### src/rtl/inp_capture_pkg.sv
// ============================================================================
// Module      : inp_capture_pkg
// Description : Shared types and constants for the switch/button input path.
// Revision    : 1.0 - initial release
// ============================================================================
`default_nettype none

package inp_capture_pkg;

    typedef enum logic [0:0] {
        EMPTY = 1'b0,
        FULL  = 1'b1
    } cap_state_t;

    // Roughly 0.5 ms of stable level at a 100 MHz clock.
    localparam int unsigned c_DEBOUNCE_CYCLES_DEFAULT = 50000;
    localparam int unsigned c_DEBOUNCE_CYCLES_SIM     = 4;

endpackage

`default_nettype wire

### src/rtl/inp_capture_btn_debounce.sv
// ============================================================================
// Module      : btn_debounce
// Description : Synchronizes and debounces an active-low push button.
// Revision    : 1.0 - initial release
// ============================================================================
`default_nettype none

module btn_debounce
    import inp_capture_pkg::*;
#(
    parameter int unsigned DEBOUNCE_CYCLES = c_DEBOUNCE_CYCLES_DEFAULT,
    parameter int unsigned SYNC_STAGES     = 2
) (
    input  logic clk,
    input  logic rst,
    input  logic i_n_btn,
    output logic o_pressed,
    output logic o_press_pulse
);

    localparam int unsigned         c_CNT_W    = $clog2(DEBOUNCE_CYCLES);
    localparam logic [c_CNT_W-1:0]  c_CNT_TERM = c_CNT_W'(DEBOUNCE_CYCLES - 1);

    logic [SYNC_STAGES-1:0] r_sync;
    logic [c_CNT_W-1:0]     r_cnt;
    logic                   r_pressed;
    logic                   r_pressed_q;
    logic                   w_btn_s;

    // Idle level of the button is high, so the chain resets to 1.
    always_ff @(posedge clk or posedge rst) begin
        if (rst) begin
            r_sync <= '1;
        end else begin
            r_sync <= {r_sync[SYNC_STAGES-2:0], i_n_btn};
        end
    end

    assign w_btn_s = ~r_sync[SYNC_STAGES-1];

    always_ff @(posedge clk or posedge rst) begin
        if (rst) begin
            r_cnt       <= '0;
            r_pressed   <= 1'b0;
            r_pressed_q <= 1'b0;
        end else begin
            r_pressed_q <= r_pressed;
            if (w_btn_s == r_pressed) begin
                r_cnt <= '0;
            end else if (r_cnt == c_CNT_TERM) begin
                r_cnt     <= '0;
                r_pressed <= ~r_pressed;
            end else begin
                r_cnt <= r_cnt + c_CNT_W'(1);
            end
        end
    end

    assign o_pressed     = r_pressed;
    assign o_press_pulse = r_pressed & ~r_pressed_q;

endmodule

`default_nettype wire

### src/rtl/inp_capture.sv
// ============================================================================
// Module      : inp_capture
// Description : Latches the switch word on each debounced button press.
// Revision    : 1.0 - initial release
// ============================================================================
`default_nettype none

module inp_capture
    import inp_capture_pkg::*;
#(
    parameter int unsigned WIDTH           = 16,
    parameter int unsigned DEBOUNCE_CYCLES = c_DEBOUNCE_CYCLES_DEFAULT,
    parameter int unsigned SYNC_STAGES     = 2
) (
    input  logic             clock,
    input  logic             reset,
    input  logic [WIDTH-1:0] sw,
    input  logic             n_btn,
    input  logic             rd,
    output logic [WIDTH-1:0] inpval,
    output logic             valid,
    output logic             overrun,
    output logic             pressed
);

    logic [SYNC_STAGES-1:0][WIDTH-1:0] r_sw_sync;
    logic [WIDTH-1:0]                  r_inpval;
    logic                              r_overrun;
    cap_state_t                        r_state;
    cap_state_t                        w_state_next;
    logic                              w_press_pulse;
    logic                              w_capture;
    logic                              w_set_ovr;

    btn_debounce #(
        .DEBOUNCE_CYCLES (DEBOUNCE_CYCLES),
        .SYNC_STAGES     (SYNC_STAGES)
    ) u_btn_debounce (
        .clk           (clock),
        .rst           (reset),
        .i_n_btn       (n_btn),
        .o_pressed     (pressed),
        .o_press_pulse (w_press_pulse)
    );

    // Switches are quasi-static; per-bit synchronization is sufficient.
    always_ff @(posedge clock or posedge reset) begin
        if (reset) begin
            r_sw_sync <= '0;
        end else begin
            r_sw_sync <= {r_sw_sync[SYNC_STAGES-2:0], sw};
        end
    end

    always_ff @(posedge clock or posedge reset) begin
        if (reset) begin
            r_state <= EMPTY;
        end else begin
            r_state <= w_state_next;
        end
    end

    always_comb begin
        w_state_next = r_state;
        case (r_state)
            EMPTY:   if (w_press_pulse)        w_state_next = FULL;
            FULL:    if (rd && !w_press_pulse) w_state_next = EMPTY;
            default: w_state_next = EMPTY;
        endcase
    end

    // A press while FULL replaces the word only when the old one is read that cycle.
    always_comb begin
        w_capture = 1'b0;
        w_set_ovr = 1'b0;
        case (r_state)
            EMPTY: w_capture = w_press_pulse;
            FULL: begin
                w_capture = w_press_pulse & rd;
                w_set_ovr = w_press_pulse & ~rd;
            end
            default: begin
                w_capture = 1'b0;
                w_set_ovr = 1'b0;
            end
        endcase
    end

    always_ff @(posedge clock or posedge reset) begin
        if (reset) begin
            r_inpval  <= '0;
            r_overrun <= 1'b0;
        end else begin
            if (w_capture) begin
                r_inpval <= r_sw_sync[SYNC_STAGES-1];
            end
            if (rd) begin
                r_overrun <= 1'b0;
            end else if (w_set_ovr) begin
                r_overrun <= 1'b1;
            end
        end
    end

    assign inpval  = r_inpval;
    assign valid   = (r_state == FULL);
    assign overrun = r_overrun;

endmodule

`default_nettype wire

### config.mk
export PLATFORM = sky130hd
export DESIGN_NAME = inp_capture
export DESIGN_NICKNAME = d
export VERILOG_FILES = /design/src/rtl/inp_capture_pkg.sv /design/src/rtl/inp_capture_btn_debounce.sv /design/src/rtl/inp_capture.sv
export SDC_FILE = /design/constraint.sdc
export NUM_CORES = 1
export LEC_CHECK = 0
export CORE_AREA = 4 4 78 80
export DETAILED_ROUTE_END_ITERATION = 8
export DIE_AREA = 0 0 82 84
export GPL_TIMING_DRIVEN = 0
export HOLD_SLACK_MARGIN = 0.15
export PLACE_DENSITY = 0.71
export SYNTH_ARGS = -nofsm -noshare
export SYNTH_HDL_FRONTEND = slang
export SYNTH_HIERARCHICAL = 1
export SYNTH_SLANG_ARGS = --single-unit
### constraint.sdc
create_clock -name clock -period 1.54 [get_ports clock]
set_input_delay 0.154 -clock clock [delete_from_list [all_inputs] [get_ports clock]]
set_output_delay 0.154 -clock clock [all_outputs]
set_load 0.05 [all_outputs]
==> results.sh <==
export IMPL_powerDensity_nw_per_um2=1110
export IMPL_violations="negative setup slack"
export IMPL_r2r_setup_slack_ns=-0.16
export IMPL_placed_area_um2=2970
export IMPL_ir_drop_uv=713
export IMPL_arrival_ns=1.93
export IMPL_syn_cell_area_um2=2470
export IMPL_placementRows=27
export IMPL_nFillCells=418
export IMPL_whs_path_depth=1
export IMPL_fmax_mhz=587
export IMPL_p_total_mw=3.66
export IMPL_avgSynthCellArea_um2=15.2
export IMPL_maxCapViolations=0
export IMPL_setup_viol=17
export IMPL_ys_async_sr_fraction_pct=100
export IMPL_synth_largest_area_cell="dfrtp_1"
export IMPL_io_pins=39
export IMPL_wire_per_inst_um=13.9
export IMPL_synth_warning_count=6
export IMPL_cts_tree="yes"
export IMPL_worst_hold_path_type="input pin to register"
export IMPL_p_leak_nw=1.57
export IMPL_crit_path_start_kind="register"
export IMPL_dp_hpwl_um=2640
export IMPL_regArea_um2=1760
export IMPL_yosys_register_bits=70
export IMPL_design_area_um2=3290
export IMPL_final_hold_violation_count=0
export IMPL_holdWs_ns=0.228
export IMPL_grt_remaining_overflow=0
export IMPL_synth_area_top_cells="dfrtp_1 69%, mux2_4 6.1%, xnor2_1 5.0%"
export IMPL_die_area_um2=6890
export IMPL_drt_wl_total_um=4160
export IMPL_drc=0
export IMPL_end_kind="register"
export IMPL_outcome="finished with violations"
export IMPL_cp_max_fo=5
export IMPL_drtPass1Iterations=4
export IMPL_yosysMostFrequentCell="dfrtp_1"
export IMPL_multi_input_area_um2=683
export IMPL_cts_root_buf="clkbuf_8"
export IMPL_synth_edff_count=0
export IMPL_start_util_pct=45.7
export IMPL_grt_pass1_wl_um=6760
export IMPL_first_global_vias=1387
export IMPL_timing_final_crit_period_ns=1.70
export IMPL_htree_levels=3
export IMPL_path_class="register to register"
export IMPL_worstPathRequired_ns=1.76
export IMPL_clk_path_buf_depth=2
export IMPL_die_width_um=82
export IMPL_cts_sinks=70
export IMPL_slew_headroom_pct=64.4
export IMPL_worst_r2r_startpoint="u_btn_debounce/r_cnt[5]$_DFF_PP0_"
export IMPL_startpoint="u_btn_debounce/r_cnt[5]$_DFF_PP0_"
export IMPL_drt_iter0_markers=31
export IMPL_r2r_cells=5
export IMPL_synth_top_area_share_pct=68.9
export IMPL_worstReg2RegEnd="u_btn_debounce/r_cnt[14]$_DFF_PP0_"
export IMPL_ys_seq_area_share_pct=71.0
export IMPL_rsz0062_at_grt="yes"
export IMPL_core_um2=5410
export IMPL_drive_gt1_share_pct=26.3
export IMPL_tightest_slew_ns=0.530
export IMPL_hold_start="n_btn"
export IMPL_clk_latency_ns=0.33
export IMPL_clock_skew_ns=0.00444
export IMPL_grt_use_total_pct=13.4
export IMPL_syn2layout_area_growth_pct=33.0
export IMPL_place_ws_ns=-0.198
export IMPL_clk_pin_slew_ns=0.07
export IMPL_num_vias=1417
export IMPL_cts_buffers_inserted=9
export IMPL_min_to="u_btn_debounce/r_sync[0]$_DFF_PP1_"
export IMPL_port_buffers=38
export IMPL_timing_final_crit_share_pct=111
export IMPL_routabilityCongestion=0.848
export IMPL_synthDistinctLibCells=28
export IMPL_ant_nets=0
export IMPL_via_per_inst=4.72
export IMPL_slew_viol_final=0
export IMPL_die_h_um=84
export IMPL_layout_setup_ws_ns=-0.164
export IMPL_antenna_found_initial=0
export IMPL_synthTopCellsByCount="68 x dfrtp_1, 20 x nor2_1, 14 x xnor2_1"
export IMPL_n_antenna_cell=0
export IMPL_synth_main_ff_cell="dfrtp_1"
export IMPL_nets=244
export IMPL_grt_max_degree=35
export IMPL_synthCells=163
export IMPL_syn_nets=184
repair_timing:
| item | 4_1_cts | 5_1_grt |
|---|---|---|
| buffers inserted | 7 | 1 |
| gates resized for setup | 19 | 7 |
| endpoints found under the setup margin | 36 | 18 |
| hold buffers | 1 | 0 |
| endpoints found under the hold margin | 16 | 0 |
| cloned | 0 | 1 |
| pin swaps | 1 | 0 |
stage by stage:
step	setup TNS [ns]	utilization (%)	std cells
CTS	-1.83	59.7	298
detailed placement	-2.39	54.9	274
floorplan	-1.01	-	163
global placement	-38.68	54.5	273
finish	-2.21	60.8	300
global route	-3.28	60.8	300
power by group:
group          switching (mW)  internal, mW  total (mW)
Combinational          0.0648        0.0803       0.145
Sequential             0.0185          1.89        1.91
Clock                   0.657         0.950        1.61
sequential cells by signal, summed over array words and instances (netlist names):
| signal | flops |
|---|---|
| u_btn_debounce/r_sync | 2 |
| u_btn_debounce/r_pressed_q | 1 |
| r_sw_sync | 32 |
| u_btn_debounce/o_pressed | 1 |
| inpval | 16 |
| valid | 1 |
| overrun | 1 |
| u_btn_debounce/r_cnt | 16 |
per-layer routing:
metal | global-route usage (%) | up-vias | part of all wire, %
li1 | - | 675 | -
met1 | 17.5 | 701 | 46
met2 | 19.5 | 32 | 47
met3 | 4.00 | 9 | 4.7
met4 | 7.40 | 0 | 2.2
met5 | 0 | - | 0
logic make-up after synthesis:
| group | Yosys count | share of synthesized area (%) |
|---|---|---|
| fa+ha+maj | 1 | 0.506 |
| mux | 16 | 8.81 |
| compound gates | 2 | 0.405 |
| buf+inv | 7 | 2.28 |
| xor+xnor | 15 | 5.32 |
| simple gates | 52 | 11.7 |
| flops | 70 | 71.0 |
layout by cell type, fill, tap and decap left out, types with 2 or more instances in the layout:
cell type         n
buf_12            2
buf_4             7
bufinv_16         2
clkbuf_8         10
clkdlybuf4s50_1  19
clkinv_2          2
clkinvlp_4        3
dfrtp_1          67
dfstp_2           2
dlygate4sd2_1    19
mux2_2            6
mux2_4           10
nand2_1           4
nand3_1           5
nand4_1           6
nand4bb_1         2
nor2_1           17
nor2_2            3
nor3_1            4
nor4_1            3
xnor2_1          14
how the worst max path moves through the flow:
stage	end	slack, ns	cells after the start
2_1_floorplan	u_btn_debounce/r_cnt[8]$_DFF_PP0_	-0.1	5
3_3_place_gp	r_sw_sync[4]$_DFF_PP0_	-0.73	2
3_5_place_dp	u_btn_debounce/r_cnt[11]$_DFF_PP0_	-0.20	5
4_1_cts	u_btn_debounce/r_cnt[7]$_DFF_PP0_	-0.13	5
5_1_grt	u_btn_debounce/r_cnt[6]$_DFF_PP0_	-0.22	5
6_report	u_btn_debounce/r_cnt[14]$_DFF_PP0_	-0.16	5
critical path, cell delays in order, from the launching register on:
cell	delay (ns)
dfrtp_1	0.40
or3_1	0.34
or4_4	0.55
nand2_8	0.12
clkbuf_16	0.15
nor2_1	0.04
final cells by class:
type                            count  area share [%]
Buffer                              4            1.37
Clock buffer                       10            4.19
Clock inverter                      6            2.59
Inverter                            3           0.457
Multi-Input combinational cell     86            20.8
Sequential cell                    70            53.4
Tap cell                           72            2.74
Timing Repair Buffer               49            14.5
Power figures use the tool's default switching activity.
